File: src/rtl/uart_pkg.sv
// Shared definitions for the UART receiver: FSM state encoding and bit-timer sizing.
package uart_pkg;

  localparam logic [2:0] S_IDLE   = 3'd0;
  localparam logic [2:0] S_START  = 3'd1;
  localparam logic [2:0] S_DATA   = 3'd2;
  localparam logic [2:0] S_PARITY = 3'd3;
  localparam logic [2:0] S_STOP   = 3'd4;
  localparam logic [2:0] S_BREAK  = 3'd5;

  typedef enum logic [2:0] {
    IDLE   = S_IDLE,
    START  = S_START,
    DATA   = S_DATA,
    PARITY = S_PARITY,
    STOP   = S_STOP,
    BREAK  = S_BREAK
  } state_e;

  // Timer must hold CLKS_PER_BIT-1.
  function automatic int timer_w(input int clks_per_bit);
    return (clks_per_bit > 2) ? $clog2(clks_per_bit) : 1;
  endfunction

endpackage

File: src/rtl/uart_rx_sync.sv
// Two-flop synchronizer for the serial line plus a falling-edge detector on the synchronized output.
module uart_rx_sync (
  input  logic clk,
  input  logic rst,
  input  logic din,
  output logic dout,
  output logic fall
);

  logic s1_q, s2_q, prev_q;

  // Reset to the idle (high) line level so reset itself never looks like a start edge.
  always_ff @(posedge clk) begin
    if (rst) begin
      s1_q   <= 1'b1;
      s2_q   <= 1'b1;
      prev_q <= 1'b1;
    end else begin
      s1_q   <= din;
      s2_q   <= s1_q;
      prev_q <= s2_q;
    end
  end

  assign dout = s2_q;
  assign fall = prev_q & ~s2_q;

endmodule

File: src/rtl/uart_rx_param.sv
// Parameterized UART receiver with ready/valid output, frame/parity/overrun flags.
// Optional parity bit compiled in with macro UART_RX_PARITY_EN.
module uart_rx_param
  import uart_pkg::*;
#(
  parameter int CLKS_PER_BIT = 16,
  parameter int DATA_BITS    = 8,
  parameter int PARITY_ODD   = 0
) (
  input  logic                 clk,
  input  logic                 rst,
  input  logic                 rxd,
  output logic [DATA_BITS-1:0] rx_data,
  output logic                 rx_valid,
  input  logic                 rx_ready,
  output logic                 rx_frame_err,
  output logic                 rx_parity_err,
  output logic                 rx_overrun,
  output logic                 rx_busy
);

`ifdef UART_RX_PARITY_EN
  localparam logic PAR_EN = 1'b1;
`else
  localparam logic PAR_EN = 1'b0;
`endif

  localparam int TW = timer_w(CLKS_PER_BIT);
  localparam int BW = $clog2(DATA_BITS);
  localparam logic [TW-1:0] T_FULL = TW'(CLKS_PER_BIT - 1);
  localparam logic [TW-1:0] T_HALF = TW'(CLKS_PER_BIT / 2 - 1);
  localparam logic [BW-1:0] B_LAST = BW'(DATA_BITS - 1);
  localparam logic          ODD    = (PARITY_ODD != 0);

  logic rxs, fall;

  uart_rx_sync u_sync (
    .clk  (clk),
    .rst  (rst),
    .din  (rxd),
    .dout (rxs),
    .fall (fall)
  );

  state_e               state_q, state_d;
  logic [TW-1:0]        timer_q, timer_d;
  logic [BW-1:0]        bit_q, bit_d;
  logic [DATA_BITS-1:0] shreg_q, shreg_d;
  logic                 ferr_q, ferr_d;
  logic                 perr_q, perr_d;
  logic                 done_q, done_d;

  logic [DATA_BITS-1:0] rx_data_q;
  logic                 rx_valid_q, rx_ferr_q, rx_perr_q, rx_ovr_q;

  always_comb begin
    state_d = state_q;
    timer_d = timer_q + TW'(1);
    bit_d   = bit_q;
    shreg_d = shreg_q;
    ferr_d  = ferr_q;
    perr_d  = perr_q;
    done_d  = 1'b0;
    case (state_q)
      IDLE: begin
        timer_d = '0;
        if (fall) begin
          state_d = START;
          bit_d   = '0;
          perr_d  = 1'b0;
        end
      end
      START: if (timer_q == T_HALF) begin
        timer_d = '0;
        state_d = rxs ? IDLE : DATA;
      end
      DATA: if (timer_q == T_FULL) begin
        // LSB arrives first; after DATA_BITS shifts bit n sits at index n.
        timer_d = '0;
        shreg_d = {rxs, shreg_q[DATA_BITS-1:1]};
        bit_d   = bit_q + BW'(1);
        if (bit_q == B_LAST) state_d = PAR_EN ? PARITY : STOP;
      end
      PARITY: if (timer_q == T_FULL) begin
        timer_d = '0;
        perr_d  = (^shreg_q) ^ rxs ^ ODD;
        state_d = STOP;
      end
      STOP: if (timer_q == T_FULL) begin
        timer_d = '0;
        ferr_d  = ~rxs;
        done_d  = 1'b1;
        state_d = rxs ? IDLE : BREAK;
      end
      BREAK: begin
        timer_d = '0;
        if (rxs) state_d = IDLE;
      end
      default: state_d = IDLE;
    endcase
  end

  always_ff @(posedge clk) begin
    if (rst) begin
      state_q <= IDLE;
      timer_q <= '0;
      bit_q   <= '0;
      shreg_q <= '0;
      ferr_q  <= 1'b0;
      perr_q  <= 1'b0;
      done_q  <= 1'b0;
    end else begin
      state_q <= state_d;
      timer_q <= timer_d;
      bit_q   <= bit_d;
      shreg_q <= shreg_d;
      ferr_q  <= ferr_d;
      perr_q  <= perr_d;
      done_q  <= done_d;
    end
  end

  // A completing frame is taken if the slot is empty or being drained this cycle; otherwise overrun.
  always_ff @(posedge clk) begin
    if (rst) begin
      rx_data_q  <= '0;
      rx_valid_q <= 1'b0;
      rx_ferr_q  <= 1'b0;
      rx_perr_q  <= 1'b0;
      rx_ovr_q   <= 1'b0;
    end else if (done_q) begin
      if (!rx_valid_q || rx_ready) begin
        rx_data_q  <= shreg_q;
        rx_ferr_q  <= ferr_q;
        rx_perr_q  <= perr_q;
        rx_valid_q <= 1'b1;
        rx_ovr_q   <= 1'b0;
      end else begin
        rx_ovr_q <= 1'b1;
      end
    end else if (rx_valid_q && rx_ready) begin
      rx_valid_q <= 1'b0;
      rx_ovr_q   <= 1'b0;
    end
  end

  assign rx_data       = rx_data_q;
  assign rx_valid      = rx_valid_q;
  assign rx_frame_err  = rx_ferr_q;
  assign rx_parity_err = PAR_EN ? rx_perr_q : 1'b0;
  assign rx_overrun    = rx_ovr_q;
  assign rx_busy       = (state_q != IDLE);

endmodule

File: config.mk
export PLATFORM = sky130hd
export DESIGN_NAME = uart_rx_param
export DESIGN_NICKNAME = d
export VERILOG_FILES = /design/src/rtl/uart_pkg.sv /design/src/rtl/uart_rx_sync.sv /design/src/rtl/uart_rx_param.sv
export SDC_FILE = /design/constraint.sdc
export NUM_CORES = 1
export LEC_CHECK = 0
export CORE_UTILIZATION = 25
export DETAILED_ROUTE_END_ITERATION = 8
export SKIP_LAST_GASP = 1
export SYNTH_ARGS = -nofsm -noshare
export SYNTH_HDL_FRONTEND = slang
export SYNTH_SLANG_ARGS = --single-unit
File: constraint.sdc
create_clock -name clk -period 2.8 [get_ports clk]
set_input_delay 0.28 -clock clk [delete_from_list [all_inputs] [get_ports clk]]
set_output_delay 0.28 -clock clk [all_outputs]
set_load 0.01 [all_outputs]
==> results_dict.tcl <==
set metrics [dict create \
    first_pass_iters 4 \
    setup-violations-final 0 \
    rsz0062_at_grt "no" \
    netlist_area_mm2 0.00155 \
    timing.final.crit_share_pct 73.1 \
    cp_data_arrival_time_ps 1770 \
    htree_levels 2 \
    portBuffers 15 \
    async_reset_ff_share_pct 0 \
    ant_nets 0 \
    cts_root_buffer "clkbuf_8" \
    clk_pin_slew_worst_paths_ps 60 \
    synth_top_family_by_area "simple AND/OR/NAND/NOR gates" \
    synth_fa_ha_area_share_pct 2.43 \
    yosys.area_share.simple_pct 20.3 \
    grt-ovfl-total 0 \
    yosysWarnings 0 \
    cp-end-kind "output pin" \
    finalPower_uw 1220 \
    insertion_delay_ps 270 \
    cts_buffer_depth 2 \
    cts_inserted_buffers 5 \
    synthMuxAreaShare_pct 7.52 \
    ios 17 \
    antenna_cells 0 \
    synthFlopType "dfxtp_1" \
    yosysTopAreaCell "dfxtp_1" \
    cts.sinks 34 \
    period_minus_slack_ps 2050 \
    drv_cap 0 \
    synthTopCellsByCount "dfxtp_1, nor2_1, a21oi_1, nand3_1" \
    outcome "finished, final reports clean" \
    synthTopCellsByArea "dfxtp_1, mux2i_1, nor2_1" \
    p_comb_share_pct 18.1 \
    synth_cell_types 48 \
    synth_seq_cells 34 \
    cp-start-kind "register" \
    holdWs_ps 410 \
    slowest_stage "dfxtp_1" \
    final_max_slew_viol_count 0 \
    grt_pass1_wl_um 4510 \
    viasPerCell 4.31 \
    row_count 28 \
    drc_errors 0 \
    dp_hpwl_um 1830 \
    worstPathCellList "or3_4 > clkdlybuf4s50_1" \
    finClkSkew_ps 3.18 \
    syn_area_per_cell_um2 9.80 \
    finalHoldViolations 0 \
    static-leakage-power_uw 0.000686 \
    drive_gt1_share_pct 17.5 \
    grt.total_usage_pct 9.15 \
    wl_per_cell_um 10.5 \
    coreArea_mm2 0.00596 \
    p_clk_share_pct 36.4 \
    syn_nets 165 \
    fmax_mhz 488 \
    postCtsSetupRepairBufs 0 \
    antenna_found_initial 0 \
    tightest_slew_ps 583 \
    die_w_um 80.7 \
    yosysSeqAreaShare_pct 44.0 \
    min_path_type "register to register" \
    initialDrtViolationCount 74 \
    area_delta_synth_final_pct 18.2 \
    synth_most_common_cell "dfxtp_1" \
    vias 1060 \
    worstPathRequired_ps 2520 \
    synth_compound_area_share_pct 16.2 \
    fin_util_pct 30.7 \
    grt_max_degree 27 \
    start_util_pct 26.0 \
    power.density_mw_per_mm2 670 \
    post_synth_xor_area_fraction_pct 2.26 \
    irDropWorstVdd_v 0.000306 \
    critPathMaxStageDelay_ps 690 \
    path_class "register to output pin" \
    ctsResizeCount 0 \
    nets 178 \
    p_int_uw 909 \
    slew_headroom_pct 61.1 \
    first_global_vias 988 \
    die_area_mm2 0.00651 \
    postCtsHoldBufs 0 \
    synth_edf_count 0 \
    die_h_um 80.7 \
    syn_inst 158 \
    power_frac_seq_pct 45.5 \
    gp_congestion 0.770 \
    p_switching_uw 316 \
    routed_wl_um 2590 \
    cts_tree "built" \
    p_sw_share_pct 25.8 \
    yosysTopAreaCellShare_pct 44.0 \
    fin_tns_setup_ps 0 \
    worstPathMaxFanout 14 \
]
-- final cells by class --
type	count	area (um^2)
inverters	5	18.8
multi-input cells	108	758
clock buffers	6	82.6
flip-flops and latches	34	681
fillers	628	4130
clock inverters	1	30.0
repair buffers	17	165
well taps	75	93.8
-- worst max-delay path, delay by kind of cell (launching register included) --
kind / cells / cell delay, ps
DFF: 1 / 690
buffers and inverters: 1 / 540
and+or+nand+nor: 1 / 270
-- final timing paths --
path                            from                endpoint  slack [ps]  cells past startpoint
max          state_q[0]$_SDFFE_PP0P_                 rx_busy         750                      2
min           u_sync.s1_q$_SDFF_PP1_  u_sync.dout$_SDFF_PP1_         410                      1
max reg2reg  state_q[1]$_SDFFE_PP0P_   bit_q[0]$_SDFFE_PP0P_         840                      4
min reg2reg   u_sync.s1_q$_SDFF_PP1_  u_sync.dout$_SDFF_PP1_         410                      1
-- flip-flops by register name (all words and copies together), names as in the netlist, 3 cells and up --
register,flops
rx_data,8
shreg_q,8
timer_q,4
bit_q,3
state_q,3
-- routing by layer --
| layer | global-route usage, % | routed length [um] | vias to the layer above |
|---|---|---|---|
| met5 | 0 | 0 | - |
| met4 | 4.29 | 29 | 0 |
| met3 | 3.07 | 104 | 4 |
| met2 | 13.8 | 1130 | 16 |
| met1 | 11.6 | 1320 | 464 |
| li1 | - | - | 576 |
-- through the flow --
stage / cell area [um^2] / cells / worst slack [ps]
floorplan: 1550 / 158 / 1260
global placement: 1720 / 239 / 953
detailed placement: 1720 / 239 / 859
CTS: 1830 / 246 / 738
global route: 1830 / 246 / 642
finish: 1830 / 246 / 752
-- logic make-up after synthesis --
family	Yosys count
xor+xnor	4
mux	11
simple gates	55
fa+ha+maj	3
buf+inv	16
other cells	1
compound gates	34
flops	34
-- cells in the final DEF, fill, tap and decap left out, drive strengths merged, types with 5 or more instances in the layout --
master,n
a21oi,13
clkbuf,6
clkdlybuf4s50,15
dfxtp,34
inv,5
mux2i,9
nand2,9
nand3,12
nor2,17
o21ai,6
-- power groups by stage --
stage | Combinational [uW] | Clock [uW] | Sequential [uW]
final | 222 | 446 | 557
after global routing | 241 | 488 | 561
after CTS | 223 | 464 | 557
after detailed placement | 221 | 0 | 569
after global placement | 224 | 0 | 567
after floorplan | 228 | 0 | 531
Note: power is estimated with default switching activity, not from simulation.
